===== src/rtl/axi_lite_pkg.sv =====
// Shared AXI4-Lite definitions: response codes, a constant clog2, and the
// address decode helpers (register index and out-of-range error).
package axi_lite_pkg;

  localparam logic [1:0] RESP_OKAY   = 2'b00;
  localparam logic [1:0] RESP_SLVERR = 2'b10;

  function automatic int clog2(input int value);
    int r;
    r = 0;
    for (int i = 0; i < 31; i++) begin
      if ((1 << i) < value) r = i + 1;
    end
    return r;
  endfunction

  // Word index: bits [al+iw-1:al] of the zero-extended address.
  function automatic logic [63:0] dec_index(input logic [63:0] addr, input int al, input int iw);
    return (addr >> al) & ((64'd1 << iw) - 64'd1);
  endfunction

  // Any set bit above the index field addresses a register that does not exist.
  function automatic logic dec_error(input logic [63:0] addr, input int al, input int iw);
    return |(addr >> (al + iw));
  endfunction

endpackage


===== src/rtl/axi_lite_hold1.sv =====
// One-entry valid/ready holding register.
// Ports:
//   clk_i, rst_i              clock, synchronous active-high reset
//   in_valid_i / in_ready_o   upstream handshake; in_ready_o is registered
//   in_data_i                 payload captured on handshake
//   out_valid_o, out_data_o   entry present and its payload
//   out_pop_i                 consume the entry (only meaningful while full)
module axi_lite_hold1 #(
  parameter int WIDTH = 32
) (
  input  logic             clk_i,
  input  logic             rst_i,
  input  logic             in_valid_i,
  output logic             in_ready_o,
  input  logic [WIDTH-1:0] in_data_i,
  output logic             out_valid_o,
  output logic [WIDTH-1:0] out_data_o,
  input  logic             out_pop_i
);

  logic             full_q, full_d;
  logic             ready_q;
  logic [WIDTH-1:0] data_q;
  logic             push;

  assign push = in_valid_i & ready_q;

  always_comb begin
    full_d = full_q;
    if (out_pop_i) full_d = 1'b0;
    if (push)      full_d = 1'b1;
  end

  // Ready is held low during reset and rises on the first edge after release.
  always_ff @(posedge clk_i) begin
    if (rst_i) begin
      full_q  <= 1'b0;
      ready_q <= 1'b0;
      data_q  <= '0;
    end else begin
      full_q  <= full_d;
      ready_q <= ~full_d;
      if (push) data_q <= in_data_i;
    end
  end

  assign in_ready_o  = ready_q;
  assign out_valid_o = full_q;
  assign out_data_o  = data_q;

endmodule


===== src/rtl/axi_lite_regfile_slave.sv =====
// AXI4-Lite slave with an NREG x DW register file.
// Ports:
//   ACLK, ARESET                      clock, synchronous active-high reset
//   AW*/W*/B*                         write channels (AW and W buffered independently)
//   AR*/R*                            read channels (one read outstanding)
//   reg_q                             flattened register contents, reg i at [i*DW +: DW]
//   wr_pulse                          one-cycle strobe per written register
module axi_lite_regfile_slave
  import axi_lite_pkg::*;
#(
  parameter int DW   = 32,
  parameter int AW   = 32,
  parameter int NREG = 16
) (
  input  logic               ACLK,
  input  logic               ARESET,
  input  logic               AWVALID,
  output logic               AWREADY,
  input  logic [AW-1:0]      AWADDR,
  input  logic               WVALID,
  output logic               WREADY,
  input  logic [DW-1:0]      WDATA,
  input  logic [DW/8-1:0]    WSTRB,
  output logic               BVALID,
  input  logic               BREADY,
  output logic [1:0]         BRESP,
  input  logic               ARVALID,
  output logic               ARREADY,
  input  logic [AW-1:0]      ARADDR,
  output logic               RVALID,
  input  logic               RREADY,
  output logic [DW-1:0]      RDATA,
  output logic [1:0]         RRESP,
  output logic [NREG*DW-1:0] reg_q,
  output logic [NREG-1:0]    wr_pulse
);

  localparam int SW = DW / 8;
  localparam int AL = clog2(SW);
  localparam int IW = clog2(NREG);

  logic [DW-1:0]    regs_q [NREG];
  logic             aw_full, w_full, commit;
  logic [AW-1:0]    aw_addr;
  logic [DW+SW-1:0] w_bits;
  logic [DW-1:0]    wr_data;
  logic [SW-1:0]    wr_strb;
  logic [IW-1:0]    wr_idx, rd_idx;
  logic             wr_err, rd_err;
  logic             bvalid_q, rvalid_q, arready_q;
  logic [1:0]       bresp_q, rresp_q;
  logic [DW-1:0]    rdata_q;
  logic [NREG-1:0]  wr_pulse_q;

  axi_lite_hold1 #(.WIDTH(AW)) u_aw_hold (
    .clk_i(ACLK), .rst_i(ARESET),
    .in_valid_i(AWVALID), .in_ready_o(AWREADY), .in_data_i(AWADDR),
    .out_valid_o(aw_full), .out_data_o(aw_addr), .out_pop_i(commit)
  );

  axi_lite_hold1 #(.WIDTH(DW + SW)) u_w_hold (
    .clk_i(ACLK), .rst_i(ARESET),
    .in_valid_i(WVALID), .in_ready_o(WREADY), .in_data_i({WSTRB, WDATA}),
    .out_valid_o(w_full), .out_data_o(w_bits), .out_pop_i(commit)
  );

  assign wr_data = w_bits[DW-1:0];
  assign wr_strb = w_bits[DW +: SW];
  assign wr_idx  = IW'(dec_index(64'(aw_addr), AL, IW));
  assign wr_err  = dec_error(64'(aw_addr), AL, IW);
  assign rd_idx  = IW'(dec_index(64'(ARADDR), AL, IW));
  assign rd_err  = dec_error(64'(ARADDR), AL, IW);

  // A commit may reuse the B slot in the same cycle the old response retires.
  assign commit = aw_full & w_full & (~bvalid_q | BREADY);

  always_ff @(posedge ACLK) begin
    if (ARESET) begin
      for (int i = 0; i < NREG; i++) regs_q[i] <= '0;
      bvalid_q   <= 1'b0;
      bresp_q    <= RESP_OKAY;
      wr_pulse_q <= '0;
    end else begin
      wr_pulse_q <= '0;
      if (commit) begin
        bvalid_q <= 1'b1;
        bresp_q  <= wr_err ? RESP_SLVERR : RESP_OKAY;
        if (!wr_err) begin
          for (int b = 0; b < SW; b++) begin
            if (wr_strb[b]) regs_q[wr_idx][b*8 +: 8] <= wr_data[b*8 +: 8];
          end
          if (|wr_strb) wr_pulse_q[wr_idx] <= 1'b1;
        end
      end else if (BREADY) begin
        bvalid_q <= 1'b0;
      end
    end
  end

  // Read FSM is just RVALID/ARREADY; regs_q is sampled before any same-edge write.
  always_ff @(posedge ACLK) begin
    if (ARESET) begin
      arready_q <= 1'b0;
      rvalid_q  <= 1'b0;
      rdata_q   <= '0;
      rresp_q   <= RESP_OKAY;
    end else if (ARVALID && arready_q) begin
      arready_q <= 1'b0;
      rvalid_q  <= 1'b1;
      rdata_q   <= rd_err ? '0 : regs_q[rd_idx];
      rresp_q   <= rd_err ? RESP_SLVERR : RESP_OKAY;
    end else begin
      if (RREADY) rvalid_q <= 1'b0;
      arready_q <= ~rvalid_q | RREADY;
    end
  end

  for (genvar g = 0; g < NREG; g++) begin : g_flat
    assign reg_q[g*DW +: DW] = regs_q[g];
  end

  assign BVALID   = bvalid_q;
  assign BRESP    = bresp_q;
  assign ARREADY  = arready_q;
  assign RVALID   = rvalid_q;
  assign RDATA    = rdata_q;
  assign RRESP    = rresp_q;
  assign wr_pulse = wr_pulse_q;

endmodule


===== config.mk =====
export PLATFORM = sky130hd
export DESIGN_NAME = axi_lite_regfile_slave
export DESIGN_NICKNAME = d
export VERILOG_FILES = /design/src/rtl/axi_lite_pkg.sv /design/src/rtl/axi_lite_hold1.sv /design/src/rtl/axi_lite_regfile_slave.sv
export SDC_FILE = /design/constraint.sdc
export NUM_CORES = 1
export LEC_CHECK = 0
export CAP_MARGIN = 20
export CORE_AREA = 2 2 263 265
export DETAILED_ROUTE_END_ITERATION = 16
export DIE_AREA = 0 0 265 267
export DONT_BUFFER_PORTS = 1
export GPL_TIMING_DRIVEN = 1
export PLACE_DENSITY_LB_ADDON = 0.25
export SETUP_SLACK_MARGIN = 0.2
export SYNTH_ARGS = -nofsm -noshare
export SYNTH_HDL_FRONTEND = slang
export SYNTH_HIERARCHICAL = 1
export SYNTH_SLANG_ARGS = --single-unit

===== constraint.sdc =====
create_clock -name ACLK -period 8 [get_ports ACLK]
set_input_delay 2 -clock ACLK [delete_from_list [all_inputs] [get_ports ACLK]]
set_output_delay 2 -clock ACLK [all_outputs]
set_load 0.05 [all_outputs]

==> results of run 1 <==
## worst max-delay path by stage
stage / startpoint / end / slack [ns] / cells after the start
after global routing: BREADY / regs_q[5][4] / 3.78 / 5
final: BREADY / regs_q[5][7] / 3.89 / 5
after CTS: BREADY / regs_q[5][0] / 3.99 / 5
after global placement: ARADDR[15] / RDATA[30] / 3.45 / 4
after floorplan: ARADDR[15] / RDATA[0] / 4.10 / 6
after detailed placement: BREADY / regs_q[5][2] / 3.35 / 5
## tightest hold or removal path, stage by stage, from the launching register on
cell and delay [ns]:
dfxtp_1 0.32, nand2b_1 0.08, a21oi_1 0.06
## power by group
group          switching (mW)  internal [mW]
logic                   0.255          0.136
clock network            1.36           1.88
registers               0.458           3.67
total                    2.08           5.69
## area by class of cell
type	instances	share of cell area, %
inverters	4	0.04849
clock inverters	34	0.9577
multi-input cells	1475	30.41
clock buffers	96	6.506
repair buffers	34	0.8890
flip-flops and latches	635	57.63
well taps	882	3.564
## state kept, by name, summed over array words and instances, names as in the netlist
signal and cells:
ARREADY 1, BRESP 1, BVALID 1, RDATA 32, RRESP 1, RVALID 1
regs_q 512, u_aw_hold/in_ready_o 1, u_aw_hold/out_data_o 30, u_aw_hold/out_valid_o 1, u_w_hold/in_ready_o 1, u_w_hold/out_data_o 36
u_w_hold/out_valid_o 1, wr_pulse 16
## per-layer routing
layer | track usage (%) | wire (um) | vias up
met4 | 13.22 | 5025 | 2
met2 | 54.42 | 57060 | 1110
li1 | - | - | 8328
met1 | 28.76 | 34080 | 9867
met5 | 0 | 12 | -
met3 | 11.79 | 12310 | 262
## metrics by stage
step                worst slack [ns]  instances
finish                         3.885       3160
global route                   3.780       3160
CTS                            3.989       3159
detailed placement             3.348       3029
global placement               3.448       3029
floorplan                      4.104       2343
==> impl_metrics.env, run 1 <==
export IMPL_outcome="finished, final reports clean"
export IMPL_hold_path_depth=2
export IMPL_clock_path_buffers=3
export IMPL_dp_hpwl_um=79290
export IMPL_yosysWarnings=6
export IMPL_end_kind="register"
export IMPL_dieHeight_um=267
export IMPL_syn_inst=2342
export IMPL_fillCellCount=6102
export IMPL_drive_gt1_share_pct=11.41
export IMPL_hold_ws_ns=0.5159
export IMPL_worstPathRequired_ns=8.22
export IMPL_cts_buffers=72
export IMPL_finalNetCount=2329
export IMPL_min_path_type="reg -> reg"
export IMPL_root_buffer="clkbuf_16"
export IMPL_reg2reg_depth=5
export IMPL_cp_slowest_cell="nor3_2"
export IMPL_io_pins=676
export IMPL_via_count=19570
export IMPL_setup_viol=0
export IMPL_multi_input_comb_area_um2=9415
export IMPL_fin_crit_ns=4.115
export IMPL_leakage_nw=10.50
export IMPL_setup_tns_ns=0
export IMPL_postPlaceCellArea_um2=28620
export IMPL_startpoint_type="primary input"
export IMPL_cts_sinks=635
export IMPL_regToRegSetupSlack_ns=4.52
export IMPL_crit_chain="nor2b_1 > nor3_2 > nand4_1 > buf_4 > o21bai_1"
export IMPL_wl_um=108500
export IMPL_clk_latency_ns=0.62
export IMPL_synth_avg_cell_area_um2=12.08
export IMPL_drc_errors=0
export IMPL_detail_route_wl_per_cell_um=34.33
export IMPL_htree_levels=3
export IMPL_cap_violations=0
export IMPL_grt_start_max_net_pins=195
export IMPL_design_area_um2=30960
export IMPL_cp_top_family="simple AND/OR/NAND/NOR gates"
export IMPL_holdBufCountCts=0
export IMPL_diodes=0
export IMPL_crit_type="in -> reg"
export IMPL_regArea_um2=17840
export IMPL_fin_skew_ns=0.03341
export IMPL_io_buffers=0
export IMPL_drt_antenna_violating_nets=0
export IMPL_fp_coreArea_um2=67990
export IMPL_viasPerCell=6.193
export IMPL_initial_core_util_pct=41.61
export IMPL_timing_rr_start="BVALID"
export IMPL_fin_util_pct=45.54
export IMPL_ir_worst_vdd_v=0.0001379
export IMPL_die_area_um2=70760
export IMPL_grt_pass1_wl_um=147200
export IMPL_drt_iter0_markers=2059
export IMPL_power_per_cell_area_nw_per_um2=250.8
export IMPL_antenna_found_initial=1
export IMPL_r2r_end="regs_q[5][7]"
export IMPL_syn_area_um2=28290
export IMPL_post_cts_buffers=0
export IMPL_gp_congestion=0.9066
export IMPL_drv_slew=0
export IMPL_cts_tree="done"
export IMPL_arrival_ns=4.33
export IMPL_path_buf_inv=1
export IMPL_first_pass_iters=6
export IMPL_worst_pin_slew_ns=1.042
export IMPL_cp_max_fo=37
export IMPL_die_w_um=265
export IMPL_hold_end="u_aw_hold/out_valid_o"
export IMPL_grt_overflow=0
export IMPL_hold_viol=0
export IMPL_grt_pass1_vias=19030
export IMPL_p_total_mw=7.766
export IMPL_final_cell_mix="nor2_1, edfxtp_1, mux2i_1"
export IMPL_final_common_cell="nor2_1"
export IMPL_rsz0062_at_grt="false"
export IMPL_path_clk_slew_ns=0.06
export IMPL_max_freq_mhz=243.0
export IMPL_max_stage_delay_ns=0.86
export IMPL_cts_resized=0
export IMPL_relSlewSlack_pct=30.12
export IMPL_grt_use_total_pct=29.46
export IMPL_fin_crit_sh_pct=51.44
export IMPL_hold_start="u_aw_hold/out_valid_o"
export IMPL_syn2layout_area_growth_pct=9.462
export IMPL_rows=96
No activity file was read; power rests on OpenSTA's default activity.
==> inputs of run 2 (changes only) <==
==> constraint.sdc (replaced) <==
create_clock -name ACLK -period 4 [get_ports ACLK]
set_input_delay 1 -clock ACLK [delete_from_list [all_inputs] [get_ports ACLK]]
set_output_delay 1 -clock ACLK [all_outputs]
set_load 0.05 [all_outputs]
==> impl_metrics.env, run 2 (synthesized netlist as in run 1, its figures left out) <==
export IMPL_grt_overflow=0
export IMPL_gp_congestion=0.8934
export IMPL_stdcell_count=3187
export IMPL_cp_max_fo=13
export IMPL_first_pass_iters=5
export IMPL_drive_gt1_share_pct=12.23
export IMPL_pre_cts_ws_ns=0.5769
export IMPL_ir_worst_vdd_v=0.0003010
export IMPL_die_w_um=265
export IMPL_min_path_type="in -> reg"
export IMPL_fin_skew_ns=0.02425
export IMPL_setup_tns_ns=0
export IMPL_hold_path_depth=1
export IMPL_relSlewSlack_pct=27.07
export IMPL_final_common_cell="nor2_1"
export IMPL_largest_reg_flops=512
export IMPL_dieHeight_um=267
export IMPL_hold_viol=0
export IMPL_antenna_found_initial=0
export IMPL_hold_start="ARESET"
export IMPL_wl_um=108500
export IMPL_leakage_nw=10.62
export IMPL_drt_iter0_markers=2113
export IMPL_timing_rr_start="u_aw_hold/out_data_o[7]"
export IMPL_crit_type="reg -> reg"
export IMPL_final_cell_mix="nor2_1, edfxtp_1, mux2i_1"
export IMPL_worstPathRequired_ns=4.24
export IMPL_startpoint_type="register"
export IMPL_setup_slack_ns=0.8549
export IMPL_p_total_mw=15.56
export IMPL_setup_viol=0
export IMPL_holdBufCountCts=0
export IMPL_worst_pin_slew_ns=1.092
export IMPL_grt_pass1_wl_um=148300
export IMPL_cts_tree="done"
export IMPL_grt_pass1_vias=19110
export IMPL_die_area_um2=70760
export IMPL_regMostFlops="regs_q"
export IMPL_io_buffers=0
export IMPL_clk_latency_ns=0.62
export IMPL_end_kind="register"
export IMPL_rsz0062_at_grt="false"
export IMPL_post_cts_buffers=0
export IMPL_path_clk_slew_ns=0.06
export IMPL_power_per_cell_area_nw_per_um2=499.1
export IMPL_fin_crit_ns=3.145
export IMPL_detail_route_wl_per_cell_um=34.04
export IMPL_cts_resized=0
export IMPL_dp_cells=3056
export IMPL_drc_errors=0
export IMPL_fp_coreArea_um2=67990
export IMPL_via_count=19740
export IMPL_cts_buffers=71
export IMPL_rows=96
export IMPL_cts_sinks=635
export IMPL_io_pins=676
export IMPL_cap_violations=0
export IMPL_fin_util_pct=45.84
export IMPL_clock_path_buffers=3
export IMPL_crit_start="u_aw_hold/out_data_o[7]"
export IMPL_grt_start_max_net_pins=195
export IMPL_finalNetCount=2354
export IMPL_dp_hpwl_um=80580
export IMPL_outcome="finished, final reports clean"
export IMPL_viasPerCell=6.194
export IMPL_drt_antenna_violating_nets=0
export IMPL_initial_core_util_pct=41.61
export IMPL_syn2layout_area_growth_pct=10.18
export IMPL_drv_slew=0
export IMPL_root_buffer="clkbuf_16"
export IMPL_diodes=0
export IMPL_max_freq_mhz=318.0
export IMPL_fin_crit_sh_pct=78.63
export IMPL_grt_use_total_pct=29.62
export IMPL_arrival_ns=3.38
export IMPL_htree_levels=3
export IMPL_reg2reg_depth=4
==> run 2: final timing paths <==
kind,end,slack (ns)
worst max-delay path,regs_q[4][2],0.85
worst min-delay path,u_aw_hold/out_data_o[23],0.46
worst max register to register,regs_q[4][2],0.85
worst min register to register,u_aw_hold/out_valid_o,0.52
==> run 2: worst max-delay path, cell delays in order, from the launching register on <==
cell and delay (ns):
dfxtp_1 0.30, nor4_1 0.39, and4_1 0.63, nand4_1 0.56, o21bai_1 0.89
==> run 2: metal layers <==
metal | track usage [%] | vias up | wire length, um
met4 | 10.89 | 0 | 3977
met2 | 55.18 | 1168 | 57460
li1 | - | 8377 | -
met3 | 10.56 | 222 | 11480
met5 | 0 | - | 0
met1 | 30.32 | 9973 | 35560
==> run 2: where the power goes <==
| group | internal, mW | switching, mW |
|---|---|---|
| clock | 3.74 | 2.74 |
| combinational | 0.290 | 0.540 |
| sequential | 7.35 | 0.896 |
==> run 2: cell type report <==
type | instances | area, um^2
tap | 882 | 1104
fill | 6142 | 36820
sequential | 635 | 17840
clock buffer | 97 | 1967
timing repair buffer | 60 | 500.5
multi-input combinational | 1475 | 9413
inverter | 4 | 15.01
clock inverter | 34 | 325.3
==> run 2: per-stage QoR <==
stage / cell area (um^2) / hold WS [ns]
CTS: 31170 / 0.4320
finish: 31170 / 0.4640
floorplan: 28290 / 0.4787
global route: 31170 / 0.4336
global placement: 28870 / 0.5095
detailed placement: 28870 / 0.5098
